--- src/rtl/syndrome_loader.sv ---
// Serial syndrome loader: shifts in one bit per PE, strobes the grid, times the offer, drains PE matches.
// Optional LOADER_SKIP_EMPTY_EN: all-zero frames bypass the offer and drain zeros.
module syndrome_loader #(
    parameter int NUM_PE            = 6,
    parameter int MATCH_VALUE_WIDTH = 8,
    parameter int OFFER_CYCLES      = 16
) (
    input  logic                                clk,
    input  logic                                reset,
    input  logic                                syn_in_bit,
    input  logic                                syn_in_valid,
    output logic                                syn_in_ready,
    output logic [NUM_PE-1:0]                   measurement_value_out,
    output logic [NUM_PE-1:0]                   measurement_valid_out,
    output logic                                start_offer,
    output logic                                stop_offer,
    input  logic [NUM_PE*MATCH_VALUE_WIDTH-1:0] match_value_in,
    output logic [MATCH_VALUE_WIDTH-1:0]        result_value,
    output logic [((NUM_PE > 1) ? $clog2(NUM_PE) : 1)-1:0] result_index,
    output logic                                result_last,
    output logic                                result_valid,
    input  logic                                result_ready,
    output logic                                busy
);

    localparam int IW = (NUM_PE > 1) ? $clog2(NUM_PE) : 1;
    localparam int MW = MATCH_VALUE_WIDTH;

    localparam logic [2:0] S_LOAD  = 3'd0;
    localparam logic [2:0] S_PUSH  = 3'd1;
    localparam logic [2:0] S_START = 3'd2;
    localparam logic [2:0] S_RUN   = 3'd3;
    localparam logic [2:0] S_STOP  = 3'd4;
    localparam logic [2:0] S_DRAIN = 3'd5;

    logic [2:0]           state_q, state_d;
    logic [IW-1:0]        cnt_q, cnt_d;
    logic [15:0]          ocnt_q, ocnt_d;
    logic [NUM_PE-1:0]    meas_q, meas_d;
    logic [NUM_PE*MW-1:0] snap_q, snap_d;
    logic [IW-1:0]        idx_q, idx_d;
    logic                 arm_q, arm_d;
    logic                 last_idx;

    // arm_q keeps syn_in_ready low until the first edge after reset release
    assign arm_d    = 1'b1;
    assign last_idx = (idx_q == IW'(NUM_PE - 1));

    always_comb begin
        state_d = state_q;
        cnt_d   = cnt_q;
        ocnt_d  = ocnt_q;
        meas_d  = meas_q;
        snap_d  = snap_q;
        idx_d   = idx_q;
        case (state_q)
            S_LOAD: begin
                if (syn_in_valid && syn_in_ready) begin
                    meas_d[cnt_q] = syn_in_bit;
                    if (cnt_q == IW'(NUM_PE - 1)) begin
                        cnt_d   = '0;
                        state_d = S_PUSH;
                    end else begin
                        cnt_d = cnt_q + 1'b1;
                    end
                end
            end
            S_PUSH: begin
`ifdef LOADER_SKIP_EMPTY_EN
                if (meas_q == '0) begin
                    snap_d  = '0;
                    idx_d   = '0;
                    state_d = S_DRAIN;
                end else begin
                    state_d = S_START;
                end
`else
                state_d = S_START;
`endif
            end
            S_START: begin
                ocnt_d  = 16'(OFFER_CYCLES - 1);
                state_d = S_RUN;
            end
            S_RUN: begin
                if (ocnt_q == '0) begin
                    state_d = S_STOP;
                end else begin
                    ocnt_d = ocnt_q - 1'b1;
                end
            end
            S_STOP: begin
                snap_d  = match_value_in;
                idx_d   = '0;
                state_d = S_DRAIN;
            end
            S_DRAIN: begin
                if (result_ready) begin
                    if (last_idx) begin
                        idx_d   = '0;
                        state_d = S_LOAD;
                    end else begin
                        idx_d = idx_q + 1'b1;
                    end
                end
            end
            default: state_d = S_LOAD;
        endcase
    end

    always_ff @(posedge clk or negedge reset) begin
        if (!reset) begin
            state_q <= S_LOAD;
            cnt_q   <= '0;
            ocnt_q  <= '0;
            meas_q  <= '0;
            snap_q  <= '0;
            idx_q   <= '0;
            arm_q   <= 1'b0;
        end else begin
            state_q <= state_d;
            cnt_q   <= cnt_d;
            ocnt_q  <= ocnt_d;
            meas_q  <= meas_d;
            snap_q  <= snap_d;
            idx_q   <= idx_d;
            arm_q   <= arm_d;
        end
    end

    assign syn_in_ready          = arm_q && (state_q == S_LOAD);
    assign measurement_value_out = meas_q;
    assign measurement_valid_out = {NUM_PE{state_q == S_PUSH}};
    assign start_offer           = (state_q == S_START);
    assign stop_offer            = (state_q == S_STOP);
    assign result_valid          = (state_q == S_DRAIN);
    assign result_value          = snap_q[idx_q*MW +: MW];
    assign result_index          = idx_q;
    assign result_last           = result_valid && last_idx;
    assign busy                  = !((state_q == S_LOAD) && (cnt_q == '0));

endmodule
--- config.mk ---
export PLATFORM = sky130hd
export DESIGN_NAME = syndrome_loader
export DESIGN_NICKNAME = d
export VERILOG_FILES = /design/src/rtl/syndrome_loader.sv
export SDC_FILE = /design/constraint.sdc
export NUM_CORES = 1
export LEC_CHECK = 0
export BUFFER_PORTS_ARGS = -buffer_cell sky130_fd_sc_hd__buf_2
export CAP_MARGIN = 10
export CORE_MARGIN = 4
export CORE_UTILIZATION = 40
export CTS_CLUSTER_DIAMETER = 60
export DETAILED_ROUTE_END_ITERATION = 7
export PLACE_DENSITY = 0.62
export SLEW_MARGIN = 25
export SYNTH_ARGS = -nofsm -noshare
export SYNTH_HDL_FRONTEND = slang
export SYNTH_SLANG_ARGS = --single-unit
--- constraint.sdc ---
create_clock -name clk -period 1.8 [get_ports clk]
set_input_delay 0.09 -clock clk [delete_from_list [all_inputs] [get_ports clk]]
set_output_delay 0.09 -clock clk [all_outputs]
set_load 0.1 [all_outputs]
== Word-level counts from Yosys, hierarchy flattened ==
Cells that the tools add are included.

* Word-level logic and storage cells: 56
* Register bits: 80

* Equal/unequal tests: 13
* Mux-type cells: 15
* Reduce and logical (&&, ||, !) cells: 15
* $add $sub $neg: 3
* Shifts and indexed selects: 1
* Magnitude comparators: 2

{| class="wikitable"
|+ Operators with widths
! kind !! number
|-
| indexed part select 48 x 7 -> 8 bit || 1
|-
| case mux 16 bit (2 select lines) || 1
|-
| two-way mux 3 bit || 8
|-
| case mux 3 bit (6 select lines) || 1
|-
| logical NOT 16 bit || 1
|-
| two-way mux 16 bit || 1
|-
| subtractor 16 x 1 -> 16 bit, second input constant || 1
|-
| == test 3 bit, second input constant || 4
|-
| != test 2 bit, second input constant || 4
|-
| adder 3 x 1 -> 3 bit, second input constant || 2
|-
| bitwise mux 6 bit || 1
|-
| == test 3 x 2 -> 1 bit, second input constant || 2
|-
| logical NOT 3 bit || 2
|-
| case mux 3 bit (2 select lines) || 1
|-
| AND reduction 2 bit || 3
|-
| logical AND 1 bit || 5
|-
| AND reduction 5 bit || 1
|-
| less-than comparator 3 x 4 -> 1 bit, second input constant || 1
|-
| != test 2 x 1 -> 1 bit, second input constant || 2
|-
| nonzero test 2 bit || 2
|-
| demux 1 bit (select 3 bit) || 1
|-
| == test 3 x 1 -> 1 bit, second input constant || 1
|-
| greater-or-equal comparator 3 x 1 -> 1 bit, second input constant || 1
|-
| logical NOT 1 bit || 1
|-
| two-way mux 1 bit || 1
|}

== Depth between registers and ports, before layout ==
Gate-level depths: netlist of run 1.

* Word-level depth: 5
* Mapped depth: 8

== Worst setup path after synthesis of run 1 ==
OpenSTA, ideal clock, no wires.

* Path type: register -> output
* Start: reg state_q[0]
* End: out measurement_valid_out[1]
* Data required time: 1710 ps
* Arrival: 3513 ps
* Cell stages (with the launch flop): 4
* Path buffers: 1
* Slack: -1803 ps
* Cells stage by stage: dfrtp_1 -> inv_1 -> nor3_1 -> buf_4

* Longest elaborated chain between the ends: 1

{| class="wikitable"
|+ RTL lines
! element !! line !! source
|-
| start, declared || 36 || <nowiki>logic [2:0] state_q, state_d;</nowiki>
|-
| start signal, assigned || 121 || <nowiki>state_q <= state_d;</nowiki>
|-
| == test 3 x 1 -> 1 bit || 133 || <nowiki>assign measurement_valid_out = {NUM_PE{state_q == S_PUSH}};</nowiki>
|-
| end, declared || 14 || <nowiki>output logic [NUM_PE-1:0] measurement_valid_out,</nowiki>
|}

No other way between the ends.

== Worst setup path in the final report of run 1 ==
* Start: reg idx_q[0] (netlist: result_index[0])
* End: out result_value[4]

* Longest elaborated chain between the ends: 1

{| class="wikitable"
|+ RTL lines
! element !! line !! source
|-
| start, declared || 41 || <nowiki>logic [IW-1:0] idx_q, idx_d;</nowiki>
|-
| start signal, assigned || 126 || <nowiki>idx_q <= idx_d;</nowiki>
|-
| indexed part select 48 x 7 -> 8 bit || 137 || <nowiki>assign result_value = snap_q[idx_q*MW +: MW];</nowiki>
|-
| end, declared || 18 || <nowiki>output logic [MATCH_VALUE_WIDTH-1:0] result_value,</nowiki>
|}

No other way between the ends.

==> metrics, run 1 <==
post-synthesis simple-gate area fraction 0.127; FMAX 523 MHz; largest net degree at the start of global routing 48; Non-Filler Instances 608; RSZ-0062 raised after global routing yes; Avg WL per Cell 15.9 um; critical path launch point type flip-flop; fill count 743; depth of the CTS H-tree 3; sequential fraction of the synthesis area 0.510; Die X between 100 and 150 um; Max Cap Viol 0; CTS tree built; Finish-stage setup viols 15; Post-DP Area 0.00494 mm2; Starting Density 0.419; vias per inst 5.06; Arrival @ worst endpoint 1.82 ns; first-pass detailed-route iteration total 4; Stages on worst setup path 5; drt first-iter violations 128; most used cell, CP buf_12; initial antenna violation count 0; worst hold path cell count 3; Tmin final 1.91 ns; flops & latches, synth 80; worst reg2reg path depth 7; # placed instances about 530; Final Hold Viols 0; CTS root buf clkbuf_8; synthesis-to-layout area growth 51.8%; WL final 9680 um; mux cell area share after synthesis 0.247; worst hold path class input pin to flip-flop; XOR/XNOR share of the synthesized area 0.00223; leakage power 2.65 nW; Clock Latency Late Sink 0.35 ns; # diodes 0; outcome finished, violations left; Core Box Area 0.00937 mm2; failing checks setup timing; Ys Warns 0; Reg area 0.00201 mm2; Critical Path RT around 1.7 ns; Top Ports 82; Post-Syn Area 0.00392 mm2; Post-synth EDFFs 0; ANT nets after route 0; die footprint 0.0115 mm2; CP max-delay cell dfrtp_4; Pins Over Slew Limit 0; Cell Chain, Critical Path buf_12, mux4_2, inv_2, o22ai_4, buf_12; first-pass GRT wire length roughly 16000 um; top_reg_cell synth dfrtp_1; Setup Total Neg Slack -0.847 ns; pre-CTS worst setup slack -0.149 ns; Worst-path clk slew 0.08 ns; CP endpoint kind output pin; syn nets between 300 and 400; CTS Buffer Depth 2; delay-heaviest family, CP flip-flops; total power approximately 12 mW; HPWL Detailed 6340 um; vias in the first global route 3255; slowest stage delay, CP 0.50 ns; CP max FO 6; Power Density between 1500 and 2000 mW/mm2; post-synthesis instance total 320; Chip Height 107 um; crit path kind flip-flop to output pin; cts bufs inserted 9; count of cell types in the netlist 55; final RePlAce weighted congestion 0.804; clock sink count 80; Cell Rows 35; ys async rst share 1.00; Final Cycle Share 1.06; largest family of logic cells by synthesized area multiplexers; Mean Syn Cell Area 12.3 um2; total grt overflow 0; Max IR drop VDD 0.00139 V; Post-Layout Inst Area 0.00596 mm2; Vias between 3k and 4k; count of nets after finishing 528; area of the multi-input gates 0.00203 mm2; PortBufs 81; PnR worst setup slack -0.114 ns; compound-gate portion of the synthesized area 0.0619; share of layout cells above drive strength 1 0.528; Synth Area in Adders 0.00319; GRT Util Overall 0.174; Residual DRC 0; CP Buf/Inv Count 3; clk_skew 0.0106 ns
[synthesized netlist by cell type (6+ instances only)]
cell type  number  share of area
nor2_1         13          0.012
dfrtp_1        80           0.51
o21ai_0         7         0.0089
mux2i_1        18          0.046
nor3_1         12          0.015
clkbuf_1        6         0.0057
o22ai_1         8          0.013
inv_1          15          0.014
nand3b_1        7          0.013
buf_2           8          0.010
mux4_2          8          0.046
mux2_2         53           0.15
nand2_1        14          0.013
[placed cells by master, fill, tap and decap left out, types with 3 or more instances in the layout]
| master | n |
|---|---|
| dfrtp_1 | 77 |
| buf_2 | 61 |
| mux2_2 | 50 |
| dlygate4sd3_1 | 49 |
| buf_4 | 26 |
| buf_12 | 16 |
| mux2i_1 | 14 |
| nand2_1 | 13 |
| nor2_1 | 13 |
| clkbuf_8 | 11 |
| inv_2 | 10 |
| buf_6 | 9 |
| mux4_2 | 8 |
| o22ai_4 | 8 |
| nor3_1 | 7 |
| nand3b_1 | 7 |
| o21ai_0 | 6 |
| inv_1 | 5 |
| nor3_4 | 4 |
| nand2b_1 | 4 |
| nand3_1 | 4 |
| mux2_4 | 4 |
| mux2i_2 | 3 |
| and3_1 | 3 |
| o211ai_1 | 3 |
| a21oi_1 | 3 |
| nor4_1 | 3 |
[report_power, final]
group | total (mW) | switching, mW | internal [mW] | leakage [nW]
combinational | 7.47 | 4.53 | 2.94 | 1.56
clock | 1.39 | 0.670 | 0.724 | 0.102
sequential | 3.02 | 0.508 | 2.52 | 0.986
[layer usage]
metal,track usage,part of all wire
met5,0,0
met1,0.200,0.41
met2,0.315,0.52
met4,0.0502,0.013
met3,0.0470,0.057
[worst register-to-register path, stage by stage, from the launching register on]
cell and delay [ns]:
dfrtp_1 0.40, inv_1 0.07, ha_2 0.17, or3b_4 0.39, buf_6 0.15, nand3b_1 0.25
a31o_2 0.27, a21oi_2 0.10
[sequential cells by signal, summed over array words and instances (netlist names)]
name and flops:
snap_q 48, ocnt_q 16, measurement_value_out 6, cnt_q 3, result_index 3, state_q 3
arm_q 1
[kinds of logic after synthesis]
group | after synthesis
other | 1
AO/OA/AOI/OAI | 37
multiplexers | 80
buffers and inverters | 38
XOR/XNOR | 1
adder cells (fa/ha/maj) | 1
flip-flops | 80
AND/OR/NAND/NOR | 82
[metrics by stage]
stage,hold slack (ns),util
after detailed placement,0.0221,0.527
after floorplan,-0.206,-
final,0.0245,0.636
after global routing,0.0548,0.636
after global placement,0.0149,0.527
after CTS,0.00795,0.626
[cell type report]
class | instances | area share
tap | 129 | 0.0271
timing repair buffer | 164 | 0.245
clock buffer | 11 | 0.0254
sequential | 80 | 0.338
clock inverter | 5 | 0.0105
multi-input combinational | 202 | 0.341
inverter | 17 | 0.0130
[timing repair]
| item | CTS | global route |
|---|---|---|
| buffers inserted | 10 | 1 |
| hold endpoints to repair | 98 | 0 |
| gates cloned | 0 | 1 |
| endpoints found under the setup margin | 32 | 32 |
| hold buffers | 49 | 0 |
| gates resized for setup | 33 | 15 |
| pin swaps | 6 | 9 |
[worst paths after layout]
| check | startpoint | endpoint | slack, ns |
|---|---|---|---|
| min | result_ready | result_index[0]$_DFFE_PN0P_ | 0.02 |
| max | result_index[0]$_DFFE_PN0P_ | result_value[4] | -0.11 |
| max in group asynchronous | reset | result_index[1]$_DFFE_PN0P_ | 1.01 |
| min reg2reg | snap_q[28]$_DFFE_PN0P_ | snap_q[28]$_DFFE_PN0P_ | 0.51 |
| min in group asynchronous | reset | measurement_value_out[4]$_DFFE_PN0P_ | 0.18 |
| max reg2reg | ocnt_q[1]$_DFFE_PN0P_ | ocnt_q[13]$_DFFE_PN0P_ | -0.06 |
No activity file was read; power rests on OpenSTA's default activity.
==> run 2, diff against run 1 <==
CORE_MARGIN = 8   (was 4)
MAX_ROUTING_LAYER = met4   (was not set)
SETUP_SLACK_MARGIN = 0.4   (was not set)
==> metrics, run 2 (synthesis gave the netlist of run 1 again) <==
vias in the first global route 3703 (+14%); most common cell after layout, fill and taps aside dfrtp_1; share of layout cells above drive strength 1 0.585 (+0.0564); Reg area 0.00201 mm2 (unchanged); Power Density 1900 mW/mm2 (-5.0%); CTS root buf clkbuf_8; final RePlAce weighted congestion 0.781 (-2.9%); Starting Density 0.407 (-0.0116); CTS Buffer Depth 2 (unchanged); Critical Path RT 1.71 ns (about the same); Pint 6.98 mW (+13%); crit path kind flip-flop to output pin; CP endpoint kind output pin; leakage power 3.12 nW (+18%); worst hold path class input pin to flip-flop; Sw Share 0.463 (-0.0167); Cell Chain, Critical Path buf_6, mux4_2, inv_2, o22ai_4, buf_12; # diodes 0 (unchanged); HPWL Detailed 6640 um (+4.7%); Top reg by flops snap_q; PortBufs 81 (unchanged); Die X 115 um (+7.5%); Vias 3297 (+7.2%); Gate power share 0.658 (+0.029); first-pass detailed-route iteration total 5 (+1); largest net degree at the start of global routing 81 (+69%); Setup Total Neg Slack -1.23 ns (-0.378 ns); Clock Latency Late Sink 0.35 ns (about the same); CP max FO 4 (-2); synthesis-to-layout area growth 74.9%; failing checks setup timing; vias per inst 5.05 (-0.17%); CP Buf/Inv Count 3 (unchanged); die footprint 0.0132 mm2 (+16%); count of nets after finishing 569 (+7.8%); total grt overflow 0 (unchanged); max FFs per register 48 (unchanged); clock sink count 80 (unchanged); clk_skew 0.00829 ns (-0.00227 ns); slowest stage delay, CP 0.54 ns (+0.04 ns); Sequential Power Share 0.238 (-0.016); CP max-delay cell mux4_2; Final Hold Viols 0 (unchanged); Chip Height 115 um (+7.5%); measured slew at the worst slew-check pin 0.553 ns; Tmin final 1.94 ns (+0.0279 ns); final core utilization 0.712 (+0.0762); Cell Rows 36 (+2.9%); area of the multi-input gates 0.00233 mm2 (+14%); Worst Setup SP result_index[0]$_DFFE_PN0P_; Arrival @ worst endpoint 1.85 ns (+0.03 ns); first-pass GRT wire length 18800 um (+19%); FMAX 515 MHz (-1.4%); Residual DRC 0 (unchanged); initial antenna violation count 0 (unchanged); Avg WL per Cell 18.1 um (+14%); Max IR drop VDD 0.00230 V (+66%); Top Ports 82 (unchanged); fill count 662 (-11%); Finish-stage setup viols 18 (+3); Worst R2R Start ocnt_q[0]$_DFFE_PN0P_; Clock Power Share 0.104 (-0.013); ANT nets after route 0 (unchanged); most frequent cells in the layout dfrtp_1, buf_2, mux2_4; WL final 11800 um (+22%); Core Box Area 0.00964 mm2 (+2.9%); CTS tree built; depth of the CTS H-tree 3 (unchanged); switching pwr 6.03 mW (+5.6%); Pins Over Slew Limit 0 (unchanged); startpoint of the worst hold path result_ready; Final Cycle Share 1.08 (+0.0155); Worst-path clk slew 0.08 ns (about the same); Max Cap Viol 0 (unchanged); delay-heaviest family, CP multiplexers; outcome finished, violations left; Slew HR 0.627; GRT Util Overall 0.188 (+0.0144); RSZ-0062 raised after global routing yes; cts bufs inserted 9 (unchanged); drt first-iter violations 129 (+0.78%); PnR worst setup slack -0.141 ns (-0.0279 ns); critical path launch point type flip-flop
[run 2: worst paths after layout]
path	endpoint	slack (ns)	cells after the start
setup / recovery	result_value[5]	-0.14	5
hold / removal	result_index[0]$_DFFE_PN0P_	0.03	3
setup reg to reg	ocnt_q[1]$_DFFE_PN0P_	-0.08	6
hold reg to reg	measurement_value_out[3]$_DFFE_PN0P_	0.51	1
max in group asynchronous	result_index[1]$_DFFE_PN0P_	1.09	3
min in group asynchronous	measurement_value_out[3]$_DFFE_PN0P_	0.28	3
[run 2: cell type report]
cell class                      count  share of cell area
Clock buffer                       14              0.0237
Clock inverter                      2             0.00547
Inverter                           17              0.0122
Multi-Input combinational cell    202               0.339
Sequential cell                    80               0.293
Tap cell                          133              0.0243
Timing Repair Buffer              205               0.302
[run 2: worst reg2reg max path, cell delays in order, from the launching register on]
cell	delay (ns)
dfrtp_1	0.40
inv_1	0.07
ha_2	0.18
or3b_4	0.38
or2_4	0.30
or2_4	0.26
a211oi_2	0.20
[run 2: routing by layer]
layer,routed length (um),part of all wire,GRT usage,up-vias
met2,6180,0.52,0.327,79
met3,399,0.034,0.0320,21
met5,0,0,-,-
met1,4970,0.42,0.210,1649
li1,-,-,-,1548
met4,255,0.022,0.0779,0
[run 2: timing repair]
action	CTS	global route
resized for setup	139	34
endpoints found under the setup margin	99	99
buffers inserted	36	6
hold buffers	49	0
endpoints found under the hold margin	128	0
cloned	4	0
pin swaps	14	8
[run 2: stage by stage]
step	cells	hold slack [ns]	cell area [um2]	total power, mW	worst slack [ns]
6_report	653	0.0348	6860	13.0	-0.141
3_3_place_gp	542	0.152	5040	9.96	-0.0202
5_1_grt	653	0.0394	6860	13.5	-0.189
4_1_cts	647	0.0102	6670	12.6	-0.110
3_5_place_dp	542	0.152	5040	10.1	-0.0763
2_1_floorplan	320	-0.206	4290	8.22	-0.167
[run 2: power by group through the flow]
stage	combinational (mW)	clock [mW]	sequential, mW
2_1_floorplan	4.83	0	3.39
4_1_cts	8.22	1.38	3.04
3_3_place_gp	6.91	0	3.05
6_report	8.56	1.35	3.10
5_1_grt	8.88	1.45	3.18
3_5_place_dp	6.96	0	3.09
